## config.mk

```make
export PLATFORM = sky130hd
export DESIGN_NAME = spawnout_queue_arbiter_flat
export DESIGN_NICKNAME = d
export VERILOG_FILES = /design/src/rtl/spawnout_queue_arbiter_if.sv /design/src/rtl/spawnout_queue_arbiter.sv /design/src/flat_wrapper.sv
export SDC_FILE = /design/constraint.sdc
export NUM_CORES = 1
export LEC_CHECK = 0
export ABC_AREA = 1
export CAP_MARGIN = 40
export CORE_AREA = 2 2 333 335
export CTS_BUF_LIST = sky130_fd_sc_hd__clkbuf_16
export CTS_CLUSTER_SIZE = 40
export DETAILED_ROUTE_END_ITERATION = 8
export DIE_AREA = 0 0 335 337
export GPL_TIMING_DRIVEN = 1
export PLACE_DENSITY = 0.34
export SYNTH_ARGS = -nofsm -noshare
export SYNTH_HDL_FRONTEND = slang
export SYNTH_SLANG_ARGS = --single-unit
export TNS_END_PERCENT = 100
```

## constraint.sdc

```tcl
create_clock -name clk -period 2.1 [get_ports clk]
set_input_delay 0.42 -clock clk [delete_from_list [all_inputs] [get_ports clk]]
set_output_delay 0.42 -clock clk [all_outputs]
set_load 0.005 [all_outputs]
```

## src/rtl/spawnout_queue_arbiter_if.sv

```systemverilog
`default_nettype none
// ============================================================================
// Module      : spawnout_queue_arbiter_if
// Description : Bundle between the spawn writers / spawnout queue memory and
//               the spawnout queue arbiter. The arbiter connects through the
//               slave modport; writers and memory use the master modport.
// Revision    : 1.0 - initial release
// ============================================================================
interface spawnout_queue_arbiter_if #(
  parameter int NUM_REQ   = 4,
  parameter int ADDR_BITS = 32,
  parameter int DATA_BITS = 64
);
  localparam int BE_BITS = DATA_BITS / 8;

  // requester side
  logic [NUM_REQ-1:0]           req;
  logic [NUM_REQ-1:0]           done;
  logic [NUM_REQ-1:0]           gnt;
  logic [NUM_REQ*ADDR_BITS-1:0] req_addr;
  logic [NUM_REQ-1:0]           req_en;
  logic [NUM_REQ*BE_BITS-1:0]   req_we;
  logic [NUM_REQ*DATA_BITS-1:0] req_din;
  logic [NUM_REQ*DATA_BITS-1:0] req_dout;

  // shared memory port
  logic [ADDR_BITS-1:0]         spawnout_queue_addr;
  logic                         spawnout_queue_en;
  logic [BE_BITS-1:0]           spawnout_queue_we;
  logic [DATA_BITS-1:0]         spawnout_queue_din;
  logic [DATA_BITS-1:0]         spawnout_queue_dout;

  // status
  logic [2:0]                   owner;
  logic                         busy;
  logic                         wdt_err;

  modport slave (
    input  req, done, req_addr, req_en, req_we, req_din, spawnout_queue_dout,
    output gnt, req_dout, spawnout_queue_addr, spawnout_queue_en,
           spawnout_queue_we, spawnout_queue_din, owner, busy, wdt_err
  );

  modport master (
    output req, done, req_addr, req_en, req_we, req_din, spawnout_queue_dout,
    input  gnt, req_dout, spawnout_queue_addr, spawnout_queue_en,
           spawnout_queue_we, spawnout_queue_din, owner, busy, wdt_err
  );
endinterface
`default_nettype wire

```

## src/rtl/spawnout_queue_arbiter.sv

```systemverilog
`default_nettype none
// ============================================================================
// Module      : spawnout_queue_arbiter
// Description : Round-robin arbiter sharing the single spawnout queue BRAM
//               port among NUM_REQ task-spawn writers. A grant is held for a
//               whole task-entry burst so entries never interleave, followed
//               by one turnaround cycle before the next arbitration.
//               Optional grant-hold watchdog: define SPAWNOUT_ARB_WATCHDOG_EN.
// Revision    : 1.0 - initial release
// ============================================================================
module spawnout_queue_arbiter #(
  parameter int NUM_REQ    = 4,
  parameter int ADDR_BITS  = 32,
  parameter int DATA_BITS  = 64,
  parameter int WDT_CYCLES = 1024
) (
  input  wire logic                 clk,
  input  wire logic                 rst,
  spawnout_queue_arbiter_if.slave   arb_if
);

  localparam int BE_BITS = DATA_BITS / 8;

  localparam logic [1:0] ST_IDLE    = 2'd0;
  localparam logic [1:0] ST_GRANT   = 2'd1;
  localparam logic [1:0] ST_RELEASE = 2'd2;

  localparam logic [2:0]         RR_RESET = 3'(NUM_REQ - 1);
  localparam logic [NUM_REQ-1:0] ONE_HOT0 = {{(NUM_REQ-1){1'b0}}, 1'b1};

  generate
    if (NUM_REQ < 2 || NUM_REQ > 8 || WDT_CYCLES < 1 || WDT_CYCLES > 65535) begin : g_bad_cfg
      $error("spawnout_queue_arbiter: unsupported parameter set");
    end
  endgenerate

  logic [1:0]         state_q,  state_d;
  logic [NUM_REQ-1:0] gnt_q,    gnt_d;
  logic [2:0]         owner_q,  owner_d;
  logic               busy_q,   busy_d;
  logic [2:0]         rr_ptr_q, rr_ptr_d;

`ifdef SPAWNOUT_ARB_WATCHDOG_EN
  localparam logic [15:0] WDT_LAST = 16'(WDT_CYCLES - 1);
  logic [15:0]        wdt_cnt_q, wdt_cnt_d;
  logic               wdt_err_q, wdt_err_d;
`endif

  // arbitration result
  logic               win_found;
  logic [2:0]         win_idx;
  int                 cand;

  // current owner's signals
  logic                 own_req;
  logic                 own_done;
  logic                 own_en;
  logic [BE_BITS-1:0]   own_we;
  logic [ADDR_BITS-1:0] own_addr;
  logic [DATA_BITS-1:0] own_din;

  // Round-robin search: first requester after the last winner, wrapping.
  always_comb begin
    win_found = 1'b0;
    win_idx   = 3'd0;
    cand      = 0;
    for (int k = 1; k <= NUM_REQ; k++) begin
      cand = int'(rr_ptr_q) + k;
      if (cand >= NUM_REQ) cand = cand - NUM_REQ;
      if (!win_found && arb_if.req[cand]) begin
        win_found = 1'b1;
        win_idx   = 3'(cand);
      end
    end
  end

  // Select the registered owner's request, done and port slice.
  always_comb begin
    own_req  = 1'b0;
    own_done = 1'b0;
    own_en   = 1'b0;
    own_we   = '0;
    own_addr = '0;
    own_din  = '0;
    for (int i = 0; i < NUM_REQ; i++) begin
      if (owner_q == 3'(i)) begin
        own_req  = arb_if.req[i];
        own_done = arb_if.done[i];
        own_en   = arb_if.req_en[i];
        own_we   = arb_if.req_we[i*BE_BITS +: BE_BITS];
        own_addr = arb_if.req_addr[i*ADDR_BITS +: ADDR_BITS];
        own_din  = arb_if.req_din[i*DATA_BITS +: DATA_BITS];
      end
    end
  end

  // State register: all arbiter flops, synchronous reset drops any grant.
  always_ff @(posedge clk) begin
    if (rst) begin
      state_q   <= ST_IDLE;
      gnt_q     <= '0;
      owner_q   <= 3'd0;
      busy_q    <= 1'b0;
      rr_ptr_q  <= RR_RESET;
`ifdef SPAWNOUT_ARB_WATCHDOG_EN
      wdt_cnt_q <= 16'd0;
      wdt_err_q <= 1'b0;
`endif
    end else begin
      state_q   <= state_d;
      gnt_q     <= gnt_d;
      owner_q   <= owner_d;
      busy_q    <= busy_d;
      rr_ptr_q  <= rr_ptr_d;
`ifdef SPAWNOUT_ARB_WATCHDOG_EN
      wdt_cnt_q <= wdt_cnt_d;
      wdt_err_q <= wdt_err_d;
`endif
    end
  end

  // Next-state logic: grant on arbitration, release on done/abandon/timeout.
  always_comb begin
    state_d   = state_q;
    gnt_d     = gnt_q;
    owner_d   = owner_q;
    busy_d    = busy_q;
    rr_ptr_d  = rr_ptr_q;
`ifdef SPAWNOUT_ARB_WATCHDOG_EN
    wdt_cnt_d = wdt_cnt_q;
    wdt_err_d = 1'b0;
`endif
    case (state_q)
      ST_IDLE: begin
        if (win_found) begin
          state_d   = ST_GRANT;
          gnt_d     = ONE_HOT0 << win_idx;
          owner_d   = win_idx;
          busy_d    = 1'b1;
          rr_ptr_d  = win_idx;
`ifdef SPAWNOUT_ARB_WATCHDOG_EN
          wdt_cnt_d = 16'd0;
`endif
        end
      end
      ST_GRANT: begin
`ifdef SPAWNOUT_ARB_WATCHDOG_EN
        wdt_cnt_d = wdt_cnt_q + 16'd1;
`endif
        // done or abandon wins over a coincident timeout
        if (own_done || !own_req) begin
          state_d = ST_RELEASE;
          gnt_d   = '0;
          busy_d  = 1'b0;
        end
`ifdef SPAWNOUT_ARB_WATCHDOG_EN
        else if (wdt_cnt_q == WDT_LAST) begin
          state_d   = ST_RELEASE;
          gnt_d     = '0;
          busy_d    = 1'b0;
          wdt_err_d = 1'b1;
        end
`endif
      end
      ST_RELEASE: begin
        state_d = ST_IDLE;
      end
      default: begin
        state_d = ST_IDLE;
        gnt_d   = '0;
        busy_d  = 1'b0;
      end
    endcase
  end

  // Output logic: only the registered owner reaches the memory, and only in GRANT.
  always_comb begin
    arb_if.spawnout_queue_en   = 1'b0;
    arb_if.spawnout_queue_we   = '0;
    arb_if.spawnout_queue_addr = '0;
    arb_if.spawnout_queue_din  = '0;
    if (state_q == ST_GRANT) begin
      arb_if.spawnout_queue_en   = own_en;
      arb_if.spawnout_queue_we   = own_we;
      arb_if.spawnout_queue_addr = own_addr;
      arb_if.spawnout_queue_din  = own_din;
    end
  end

  assign arb_if.gnt      = gnt_q;
  assign arb_if.owner    = owner_q;
  assign arb_if.busy     = busy_q;
  assign arb_if.req_dout = {NUM_REQ{arb_if.spawnout_queue_dout}};

`ifdef SPAWNOUT_ARB_WATCHDOG_EN
  assign arb_if.wdt_err = wdt_err_q;
`else
  assign arb_if.wdt_err = 1'b0;
`endif

endmodule
`default_nettype wire

```

## src/flat_wrapper.sv

```systemverilog
// flat-port wrapper written by rule: the top's interface ports become plain ports
module spawnout_queue_arbiter_flat 
#(
  parameter int NUM_REQ    = 4,
  parameter int ADDR_BITS  = 32,
  parameter int DATA_BITS  = 64,
  parameter int WDT_CYCLES = 1024
)
  (clk, rst, arb_if_req, arb_if_done, arb_if_req_addr, arb_if_req_en, arb_if_req_we, arb_if_req_din, arb_if_spawnout_queue_dout, arb_if_gnt, arb_if_req_dout, arb_if_spawnout_queue_addr, arb_if_spawnout_queue_en, arb_if_spawnout_queue_we, arb_if_spawnout_queue_din, arb_if_owner, arb_if_busy, arb_if_wdt_err);
  spawnout_queue_arbiter_if #(.NUM_REQ(NUM_REQ), .ADDR_BITS(ADDR_BITS), .DATA_BITS(DATA_BITS)) arb_if_i ();
  input  wire logic clk;
  input  wire logic rst;
  input wire logic [$bits(arb_if_i.req)-1:0] arb_if_req;
  input wire logic [$bits(arb_if_i.done)-1:0] arb_if_done;
  input wire logic [$bits(arb_if_i.req_addr)-1:0] arb_if_req_addr;
  input wire logic [$bits(arb_if_i.req_en)-1:0] arb_if_req_en;
  input wire logic [$bits(arb_if_i.req_we)-1:0] arb_if_req_we;
  input wire logic [$bits(arb_if_i.req_din)-1:0] arb_if_req_din;
  input wire logic [$bits(arb_if_i.spawnout_queue_dout)-1:0] arb_if_spawnout_queue_dout;
  output wire logic [$bits(arb_if_i.gnt)-1:0] arb_if_gnt;
  output wire logic [$bits(arb_if_i.req_dout)-1:0] arb_if_req_dout;
  output wire logic [$bits(arb_if_i.spawnout_queue_addr)-1:0] arb_if_spawnout_queue_addr;
  output wire logic [$bits(arb_if_i.spawnout_queue_en)-1:0] arb_if_spawnout_queue_en;
  output wire logic [$bits(arb_if_i.spawnout_queue_we)-1:0] arb_if_spawnout_queue_we;
  output wire logic [$bits(arb_if_i.spawnout_queue_din)-1:0] arb_if_spawnout_queue_din;
  output wire logic [$bits(arb_if_i.owner)-1:0] arb_if_owner;
  output wire logic [$bits(arb_if_i.busy)-1:0] arb_if_busy;
  output wire logic [$bits(arb_if_i.wdt_err)-1:0] arb_if_wdt_err;
  assign arb_if_i.req = arb_if_req;
  assign arb_if_i.done = arb_if_done;
  assign arb_if_i.req_addr = arb_if_req_addr;
  assign arb_if_i.req_en = arb_if_req_en;
  assign arb_if_i.req_we = arb_if_req_we;
  assign arb_if_i.req_din = arb_if_req_din;
  assign arb_if_i.spawnout_queue_dout = arb_if_spawnout_queue_dout;
  assign arb_if_gnt = arb_if_i.gnt;
  assign arb_if_req_dout = arb_if_i.req_dout;
  assign arb_if_spawnout_queue_addr = arb_if_i.spawnout_queue_addr;
  assign arb_if_spawnout_queue_en = arb_if_i.spawnout_queue_en;
  assign arb_if_spawnout_queue_we = arb_if_i.spawnout_queue_we;
  assign arb_if_spawnout_queue_din = arb_if_i.spawnout_queue_din;
  assign arb_if_owner = arb_if_i.owner;
  assign arb_if_busy = arb_if_i.busy;
  assign arb_if_wdt_err = arb_if_i.wdt_err;
  spawnout_queue_arbiter #(.NUM_REQ(NUM_REQ), .ADDR_BITS(ADDR_BITS), .DATA_BITS(DATA_BITS), .WDT_CYCLES(WDT_CYCLES)) u_core (.clk(clk), .rst(rst), .arb_if(arb_if_i));
endmodule
```

Word level (Yosys, flattened, before mapping)
Index checks and enable logic that the tools add are counted.
- register bits: 13
- bits of input ports: 494
- mux-type cells: 61
- reduce and logical (&&, ||, !) cells: 13
- shifts and indexed selects: 1
- add/sub/neg operators: 8
- bitwise logic cells: 1
- magnitude comparators: 8
- eq/ne operators: 7
- operators with widths (cell ; count):
    64-bit 2-to-1 mux ; 5
    32-bit 2-to-1 mux ; 9
    32-bit by 4-bit >= comparator with 1-bit output (second input constant) ; 4
    32-bit by 4-bit < comparator with 1-bit output (second input constant) ; 4
    32-bit by 4-bit subtractor with 32-bit output (second input constant) ; 4
    8-bit 2-to-1 mux ; 5
    1-bit 2-to-1 mux ; 27
    3-bit 2-to-1 mux ; 4
    4-bit case mux with 3 select lines ; 1
    3-bit by 2-bit adder with 4-bit output (second input constant) ; 2
    1-bit binary-select mux with 2-bit select ; 4
    4-bit 2-to-1 mux ; 2
    3-bit by 2-bit == test with 1-bit output (second input constant) ; 2
    3-bit by 1-bit adder with 4-bit output (second input constant) ; 1
    3-bit by 3-bit adder with 4-bit output (second input constant) ; 1
    1-bit zero test ; 4
    2-bit 2-to-1 mux ; 2
    2-bit by 1-bit inequality test with 1-bit output (second input constant) ; 2
    2-bit case mux with 2 select lines ; 1
    2-bit AND reduction ; 2
    1-bit by 3-bit << shifter with 4-bit output (first input constant) ; 1
    3-bit by 1-bit == test with 1-bit output (second input constant) ; 1
    1-bit logical AND ; 3
    3-bit zero test ; 1
    7 further kinds ; 7

Depth between registers and ports, before layout
Gate-level depths: netlist of the first run.
- depth after elaboration: 19
- depth in mapped cells: 14
- depth with buffers taken out: 14

Least setup slack after synthesis of the first run
OpenSTA, ideal clock, no wires.
- kind: flip-flop to output port
- start point: register, netlist name u_core.rr_ptr_q[2]
- end point: output port arb_if_spawnout_queue_addr[0]
- buffers on the path: 2
- slack: 0.325 ns
- data arrival time: 1.355 ns
- stages on the path, launching flop included: 9
- data required time: 1.680 ns
- cells stage by stage: dfxtp_1 > inv_2 > nand2_4 > nor2_4 > inv_4 > buf_4 > buf_2 > o21ai_0 > a31oi_1
- RTL lines (what ; RTL line ; RTL):
    end: declaration ; flat_wrapper.sv:22 ; output wire logic [$bits(arb_if_i.spawnout_queue_addr)-1:0] arb_if_spawnout_queue_addr;

Worst setup path after layout of the first run
- start point: register u_core.owner_q[0], in the netlist u_core.arb_if.owner[0]
- end point: output port arb_if_spawnout_queue_din[2]
- word-level cells in the longest chain between the ends: 6
- RTL lines (what ; RTL line ; RTL):
    start: declaration ; spawnout_queue_arbiter.sv:39 ; logic [2:0] owner_q, owner_d;
    start signal: assignment ; spawnout_queue_arbiter.sv:112 ; owner_q <= owner_d;
    3-bit zero test ; spawnout_queue_arbiter.sv:86 ; if (owner_q == 3'(i)) begin
    64-bit 2-to-1 mux (3 in series) ; spawnout_queue_arbiter.sv:86 ;
    64-bit 2-to-1 mux * ; spawnout_queue_arbiter.sv:86 ;
    64-bit 2-to-1 mux * ; spawnout_queue_arbiter.sv:182 ; if (state_q == ST_GRANT) begin
    end: declaration ; flat_wrapper.sv:25 ; output wire logic [$bits(arb_if_i.spawnout_queue_din)-1:0] arb_if_spawnout_queue_din;
Every way passes the cells marked *; elsewhere a longest branch is shown, timed or not.

==> reports/qor.yml, run 1 <==
timing:
  timing.slew.headroom_pct: 54.59
  maxSlewViolCount: 0
  finalClockSkew_ps: 6.465
  final-hold-violation-count: 0
  fin_tns_setup_ps: -21640
  max_freq_mhz: 412.4
  setup_ws_ps: -325.1
  period_share_pct: 115.5
  finalCriticalPeriod_ps: 2425
  setup_viol: 105
  rsz0062_at_grt: "yes"
  tightest_slew_ps: 681.1
clock_tree:
  cts_tree: "built"
  cts_hold_buf: 0
  htreeDepth: 1
  clk_latency_ps: 240
  cts_buffers: 3
  root_buffer: "clkbuf_16"
  clk_path_buf_depth: 2
  cts.sinks: 12
  clkSlewWorstSetupHoldPaths_ps: 50
critical_path:
  startpoint_type: "flop"
  path_max_fanout: 6
  cp.arrival_ps: 2010
  critPathKind: "reg -> out"
  cp-end-kind: "primary output"
  worstPathRequired_ps: 1680
finish:
  layout_common_cells: "436 x clkdlybuf4s50_1, 121 x a31oi_1, 113 x nand2_1"
  drive_gt1_share_pct: 41.63
  nets: 2000
  syn_to_final_growth_pct: 160.4
  final_cells: 2931
  layout_commonest_cell: "clkdlybuf4s50_1"
  final_core_utilization_pct: 14.68
floorplan:
  dieWidth_um: 335
  dieArea_sq_um: 112900
  start_util_pct: 5.637
  num_rows: 122
  core_region_area_sq_um: 109600
  io_pins: 864
  die_h_um: 337
route:
  num_vias: 9474
  dr.pass1.iters: 5
  postRouteAntennaNets: 0
  vias_per_cell: 3.232
  avgRoutedWirePerCell_um: 23.38
  drtIter0Drc: 317
  wirelength_um: 68520
  drc_errors: 0
grt:
  grt_pass1_wl_um: 87630
  grt_use_total_pct: 11.31
  grt_pass1_vias: 10040
  gr-total-overflow: 0
  grt_antenna_before_repair: 12
  grt_max_degree: 45
outcome:
  violations: "setup timing"
  status: "finished, violations left"
logic_synthesis:
  avgSynthCellArea_sq_um: 5.964
  synth_area_leaders: "buf_4 32%, a31oi_1 21%, nand3_1 9.6%"
  synth_fp_nets: 1536
  synth_top_cell_by_area: "buf_4"
  synthCells: 1036
  syn-cell-area_sq_um: 6178
  seq_area_frac_synth_pct: 3.888
  yosysWarnings: 0
  yosysTopAreaCellShare_pct: 31.71
  synth_seq_cells: 12
  synth.distinct_cells: 33
power:
  vdd.ir_drop.worst_uv: 756.1
  p_leak_nw: 5.701
  p_per_area_nw_per_um2: 1141
  total_power_mw: 18.36
place:
  gp_congestion: 0.7950
  dp.cells: 2798
  hpwl_um: 47950
  preCtsSetupSlack_ps: -566.3
  port_buffers: 542
flow_run:
  drv_cap: 0
worst_hold_path:
  min_path_type: "reg -> reg"
logic make-up after synthesis:
| logic type | count (synthesis) | synth area share, % |
|---|---|---|
| adders and majority gates | 6 | 1.215 |
| other | 1 | 0.06070 |
| AOI/OAI and AO/OA | 326 | 30.98 |
| xor gates and xnor gates | 2 | 0.2836 |
| and+or+nand+nor | 316 | 24.38 |
| buffers and inverters | 373 | 39.19 |
| DFF | 12 | 3.888 |
critical path: stages, from the launching register on:
cell,delay (ps)
dfxtp_4,350
buf_6,120
nor2_4,120
buf_12,160
buf_16,150
buf_12,120
buf_12,120
buf_12,130
a31oi_4,90
a31oi_4,210
buf_2,160
path summary, 6_finish.rpt:
path / slack (ps) / start / to / cells past startpoint
max: -330 / u_core.arb_if.owner[0]$_SDFFE_PP0P_ / arb_if_spawnout_queue_din[2] / 10
min: 510 / u_core.arb_if.busy$_SDFFE_PP0P_ / u_core.arb_if.busy$_SDFFE_PP0P_ / 2
max reg2reg: 270 / u_core.rr_ptr_q[0]$_SDFFE_PP1P_ / u_core.arb_if.gnt[1]$_SDFFE_PP0P_ / 12
min reg2reg: 510 / u_core.arb_if.busy$_SDFFE_PP0P_ / u_core.arb_if.busy$_SDFFE_PP0P_ / 2
per-stage QoR:
step,area [sq um],hold slack (ps)
finish,16090,514.6
global route,16080,551.4
CTS,14940,539.4
detailed placement,12430,532.5
global placement,12430,523.3
floorplan,6178,457.5
registers in the layout (all words and copies together), names as in the netlist:
register / cells
u_core.arb_if.busy: 1
u_core.rr_ptr_q: 3
u_core.arb_if.gnt: 4
u_core.state_q: 2
u_core.arb_if.owner: 2
synthesized netlist by cell type:
cell type  number
inv_6           1
buf_1           2
nand4_4         1
nand2_2         9
nand2_1       143
a21oi_1         7
ha_1            6
nor2_2          1
clkbuf_1       64
a41oi_1         1
a31oi_1       208
dfxtp_1        12
nand2_4         7
xor2_1          1
o21ai_0        99
o211ai_1        3
nand3_1       118
inv_2           5
buf_2          19
nand4_1         6
nor2_1         21
inv_4           1
o21ai_1         7
buf_6           1
a21oi_4         1
nand3_2         6
or2_1           1
xnor2_1         1
conb_1          1
buf_4         261
inv_1          17
clkbuf_2        2
nor2_4          3
routing by layer:
layer / track usage (%) / share of wire (%)
met5: 0.5106 / 0.29
met4: 2.109 / 1.9
met3: 5.418 / 12
met2: 17.73 / 44
met1: 14.03 / 42
power breakdown:
part	internal (mW)	leakage (nW)	total [mW]	switching [mW]
combinational	8.49	5.56	17.6	9.09
sequential	0.334	0.101	0.417	0.0832
clock	0.251	0.0423	0.355	0.103
final cells by class:
type,count,area (sq um)
antenna,6,15.01
clock buffer,3,75.07
clock inverter,1,3.754
fill,12550,93510
inverter,24,116.4
multi-input combinational,651,5162
sequential,12,251.5
tap,1426,1784
timing repair buffer,808,8683
timing repair:
item,CTS,global route
resized for setup,760,208
pin swaps,83,86
endpoints found under the setup margin,105,108
cloned,21,4
buffers inserted,91,31
(Power assumes the default switching activity.)
==> run 2, diff against run 1 <==
--- a/config.mk
+++ b/config.mk
@@ -14,7 +14,7 @@
 export DIE_AREA = 0 0 335 337
 export GPL_TIMING_DRIVEN = 1
 export PLACE_DENSITY = 0.34
+export SLEW_MARGIN = 20
 export SYNTH_ARGS = -nofsm -noshare
 export SYNTH_HDL_FRONTEND = slang
 export SYNTH_SLANG_ARGS = --single-unit
-export TNS_END_PERCENT = 100
==> results of run 2 <==
The final DEF is identical to that of run 1; final timing and power are the same.
==> run 3, diff against run 2 <==
--- a/config.mk
+++ b/config.mk
@@ -5,15 +5,14 @@
 export SDC_FILE = /design/constraint.sdc
 export NUM_CORES = 1
 export LEC_CHECK = 0
-export ABC_AREA = 1
 export CAP_MARGIN = 40
-export CORE_AREA = 2 2 333 335
+export CORE_AREA = 2 2 340 342
 export CTS_BUF_LIST = sky130_fd_sc_hd__clkbuf_16
 export CTS_CLUSTER_SIZE = 40
 export DETAILED_ROUTE_END_ITERATION = 8
-export DIE_AREA = 0 0 335 337
+export DIE_AREA = 0 0 342 344
 export GPL_TIMING_DRIVEN = 1
-export PLACE_DENSITY = 0.34
+export PLACE_DENSITY = 0.33
 export SLEW_MARGIN = 20
 export SYNTH_ARGS = -nofsm -noshare
 export SYNTH_HDL_FRONTEND = slang
==> run 3 against run 2 <==
  * The flow still finishes with violations (setup timing)
  * Sequential cell count unchanged
  * First-iteration DRC count decreased by 32%
  * Via count decreased by 13%
  * Largest power group unchanged
  * Core utilization decreased by 0.87 points
==> reports/qor.yml, run 3 <==
finish:
  nets: 1813  # was 2000
  seq_area_sq_um: 254.0  # was 251.5 sq um
  layout_common_cells: "433 x clkdlybuf4s50_1, 88 x buf_6, 88 x buf_4"  # was 436 x clkdlybuf4s50_1, 121 x a31oi_1, 113 x nand2_1
  largest_register_ffs: 4  # unchanged
  drive_gt1_share_pct: 50.53  # was 41.63%
  syn_to_final_growth_pct: 158.9  # was 160.4%
  multi_input_area_sq_um: 5149  # was 5162 sq um
  n_fill_cell: 12950  # was 12550
  layout_commonest_cell: "clkdlybuf4s50_1"  # unchanged
clock_tree:
  clk_path_buf_depth: 2  # unchanged
  cts_hold_buf: 0  # unchanged
  root_buffer: "clkbuf_16"  # unchanged
  clkSlewWorstSetupHoldPaths_ps: 40  # was 50 ps
  clk_latency_ps: 240  # about the same
  cts_buffers: 3  # unchanged
  cts_tree: "built"  # unchanged
  cts.sinks: 12  # unchanged
  htreeDepth: 1  # unchanged
floorplan:
  start_util_pct: 5.335  # was 5.637%
  dieArea_sq_um: 117600  # was 112900 sq um
  num_rows: 124  # was 122
  dieWidth_um: 342  # was 335 um
  die_h_um: 344  # was 337 um
  io_pins: 864  # unchanged
  core_region_area_sq_um: 113900  # was 109600 sq um
logic_synthesis:
  synthMuxAreaShare_pct: 21.05  # was 0%
  synth_edf_count: 0  # unchanged
  seq_area_frac_synth_pct: 3.954  # was 3.888%
  syn-cell-area_sq_um: 6076  # was 6178 sq um
  synthCells: 866  # was 1036
  yosysWarnings: 0  # unchanged
  synthMostInstantiatedCell: "buf_4"  # unchanged
  synth_xor_area_share_pct: 0.2883  # was 0.2835%
  synth_seq_cells: 12  # unchanged
  synth_fp_nets: 1366  # was 1536
  synth_top_family_by_area: "buffers and inverters"  # unchanged
  ys.flop_type: "dfxtp_1"  # unchanged
  synthTopCellsByCount: "260 x buf_4, 115 x nor2_1, 110 x o21ai_0, 106 x mux2_2, 106 x o22ai_1"  # was 261 x buf_4, 208 x a31oi_1, 143 x nand2_1, 118 x nand3_1, 99 x o21ai_0
  synth_area_leaders: "buf_4 32%, mux2_2 20%, o22ai_1 11%"  # was buf_4 32%, a31oi_1 21%, nand3_1 9.6%
  yosysTopAreaCellShare_pct: 32.13  # was 31.71%
  async_reset_ff_share_pct: 0  # unchanged
  yosys.area_share.adder_pct: 1.236  # was 1.215%
  avgSynthCellArea_sq_um: 7.016  # was 5.964 sq um
  synth_top_cell_by_area: "buf_4"  # unchanged
  synth.distinct_cells: 52  # was 33
  yosys.area_share.simple_pct: 11.35  # was 24.38%
  synth_compound_area_share_pct: 24.59  # was 30.98%
power:
  p_int_mw: 6.438  # was 9.077 mW
  power_switching_mw: 5.062  # was 9.278 mW
  p_leak_nw: 5.577  # was 5.701 nW
  swShare_pct: 44.02  # was 50.55%
  comb_power_share_pct: 93.8  # was 95.8%
  p_per_area_nw_per_um2: 731.1  # was 1141 nW/um^2
  vdd.ir_drop.worst_uv: 322.7  # was 756.1 uV
  total_power_mw: 11.50  # was 18.36 mW
  clockPowerShare_pct: 3.1  # was 1.9%
  pwr-share-seq_pct: 3.1  # was 2.3%
route:
  num_vias: 8248  # was 9474
  dr.pass1.iters: 4  # was 5
  wirelength_um: 63560  # was 68520 um
  avgRoutedWirePerCell_um: 22.50  # was 23.38 um
  postRouteAntennaNets: 0  # unchanged
  drc_errors: 0  # unchanged
  vias_per_cell: 2.920  # was 3.232
  drtIter0Drc: 214  # was 317
timing:
  max_freq_mhz: 418.0  # was 412.4 MHz
  period_share_pct: 113.9  # was 115.5%
  setup_ws_ps: -292.2  # was -325.1 ps
  finalCriticalPeriod_ps: 2392  # was 2425 ps
  timing.slew.headroom_pct: 48.53  # was 54.59%
  tightest_slew_ps: 766.2  # was 681.1 ps
  fin_tns_setup_ps: -18170  # was -21640 ps
  finalClockSkew_ps: 0.7111  # was 6.465 ps
  final-hold-violation-count: 0  # unchanged
  setup_viol: 111  # was 105
  rsz0062_at_grt: "yes"  # unchanged
  maxSlewViolCount: 0  # unchanged
grt:
  grt_antenna_before_repair: 9  # was 12
  gr-total-overflow: 0  # unchanged
  grt_max_degree: 59  # was 45
  grt_use_total_pct: 9.900  # was 11.31%
  grt_pass1_vias: 9007  # was 10040
  grt_pass1_wl_um: 78910  # was 87630 um
critical_path:
  path_max_fanout: 5  # was 6
  cp-end-kind: "primary output"  # unchanged
  critPathKind: "reg -> out"  # unchanged
  startpoint_type: "flop"  # unchanged
  worstPathRequired_ps: 1680  # about the same
  cp.arrival_ps: 1970  # was 2010 ps
outcome:
  status: "finished, violations left"  # unchanged
  violations: "setup timing"  # unchanged
flow_run:
  drv_cap: 0  # unchanged
place:
  port_buffers: 542  # unchanged
  hpwl_um: 47550  # was 47950 um
  gp_congestion: 0.8037  # was 0.7950
worst_hold_path:
  min_path_type: "reg -> reg"  # unchanged
[run 3: cell types whose count changed after synthesis, sizes merged, moves of 10 or more]
cell	change
buf	-13
nand3	-118
clkbuf	-10
o22ai	+106
mux2	+106
inv	-19
nor2	+91
nand2	-151
a31oi	-208
[run 3: final cells by class]
class | instances | area share [%]
repair buffers | 768 | 52.93
clock buffers | 3 | 0.4773
well taps | 1512 | 12.03
diodes | 1 | 0.01591
flip-flops and latches | 12 | 1.615
multi-input cells | 522 | 32.73
clock inverters | 1 | 0.02386
inverters | 6 | 0.1750
[run 3: timing repair]
item                       in CTS  in global routing
gates resized for setup       720                180
pin swaps                      87                 82
hold endpoints to repair        0                  0
setup endpoints to repair     114                116
buffers inserted               97                 22
gates cloned                   18                  5
[run 3: worst paths after layout]
path                                                     startpoint  cells after the start  slack, ps                                 to
worst max-delay path            u_core.arb_if.owner[1]$_SDFFE_PP0P_                     10       -290      arb_if_spawnout_queue_din[42]
worst min-delay path              u_core.arb_if.gnt[3]$_SDFFE_PP0P_                      1        480  u_core.arb_if.gnt[3]$_SDFFE_PP0P_
worst max register to register      u_core.rr_ptr_q[1]$_SDFFE_PP1P_                      7       -120  u_core.arb_if.gnt[2]$_SDFFE_PP0P_
worst min register to register    u_core.arb_if.gnt[3]$_SDFFE_PP0P_                      1        480  u_core.arb_if.gnt[3]$_SDFFE_PP0P_
[run 3: power by group through the flow]
stage	logic, mW	clock network [mW]	registers (mW)
CTS	10.0	0.355	0.360
floorplan	3.30	0	0.334
finish	10.8	0.353	0.361
global placement	7.18	0	0.362
detailed placement	7.19	0	0.360
global route	11.5	0.367	0.371
[run 3: cell families (layout without fill, tap and decap cells)]
family	after synthesis	in the layout
buffers and inverters	332	778
AO/OA/AOI/OAI	247	247
AND/OR/NAND/NOR	154	154
other	1	2
flip-flops	12	12
XOR/XNOR	2	2
adder cells (fa/ha/maj)	6	6
multiplexers	112	112
[run 3: per-layer routing]
layer	track usage, %	part of all wire, %	up-vias
met5	0.8013	0.31	-
li1	-	-	3709
met4	1.727	2.0	16
met3	6.228	15	58
met1	10.16	35	3786
met2	17.11	48	679
[run 3: stage by stage]
step | hold slack (ps) | instance area (sq um) | setup slack [ps] | util [%] | instances
after floorplan | 465.7 | 6106 | -265.3 | - | 866
after global placement | 487.4 | 12360 | -531.4 | 10.86 | 2716
after detailed placement | 473.8 | 12360 | -552.8 | 10.86 | 2716
after CTS | 483.7 | 15000 | -365.1 | 13.17 | 2819
after global routing | 515.4 | 15730 | -344.0 | 13.81 | 2824
final | 479.0 | 15730 | -292.2 | 13.81 | 2825
[run 3: worst max-delay path: stages (launching register included)]
cell and delay, ps:
dfxtp_4 360, buf_12 140, nand2b_4 160, buf_12 150, buf_16 150, buf_4 140, buf_6 100, o22ai_2 190
nor2_4 70, buf_6 130, buf_6 110
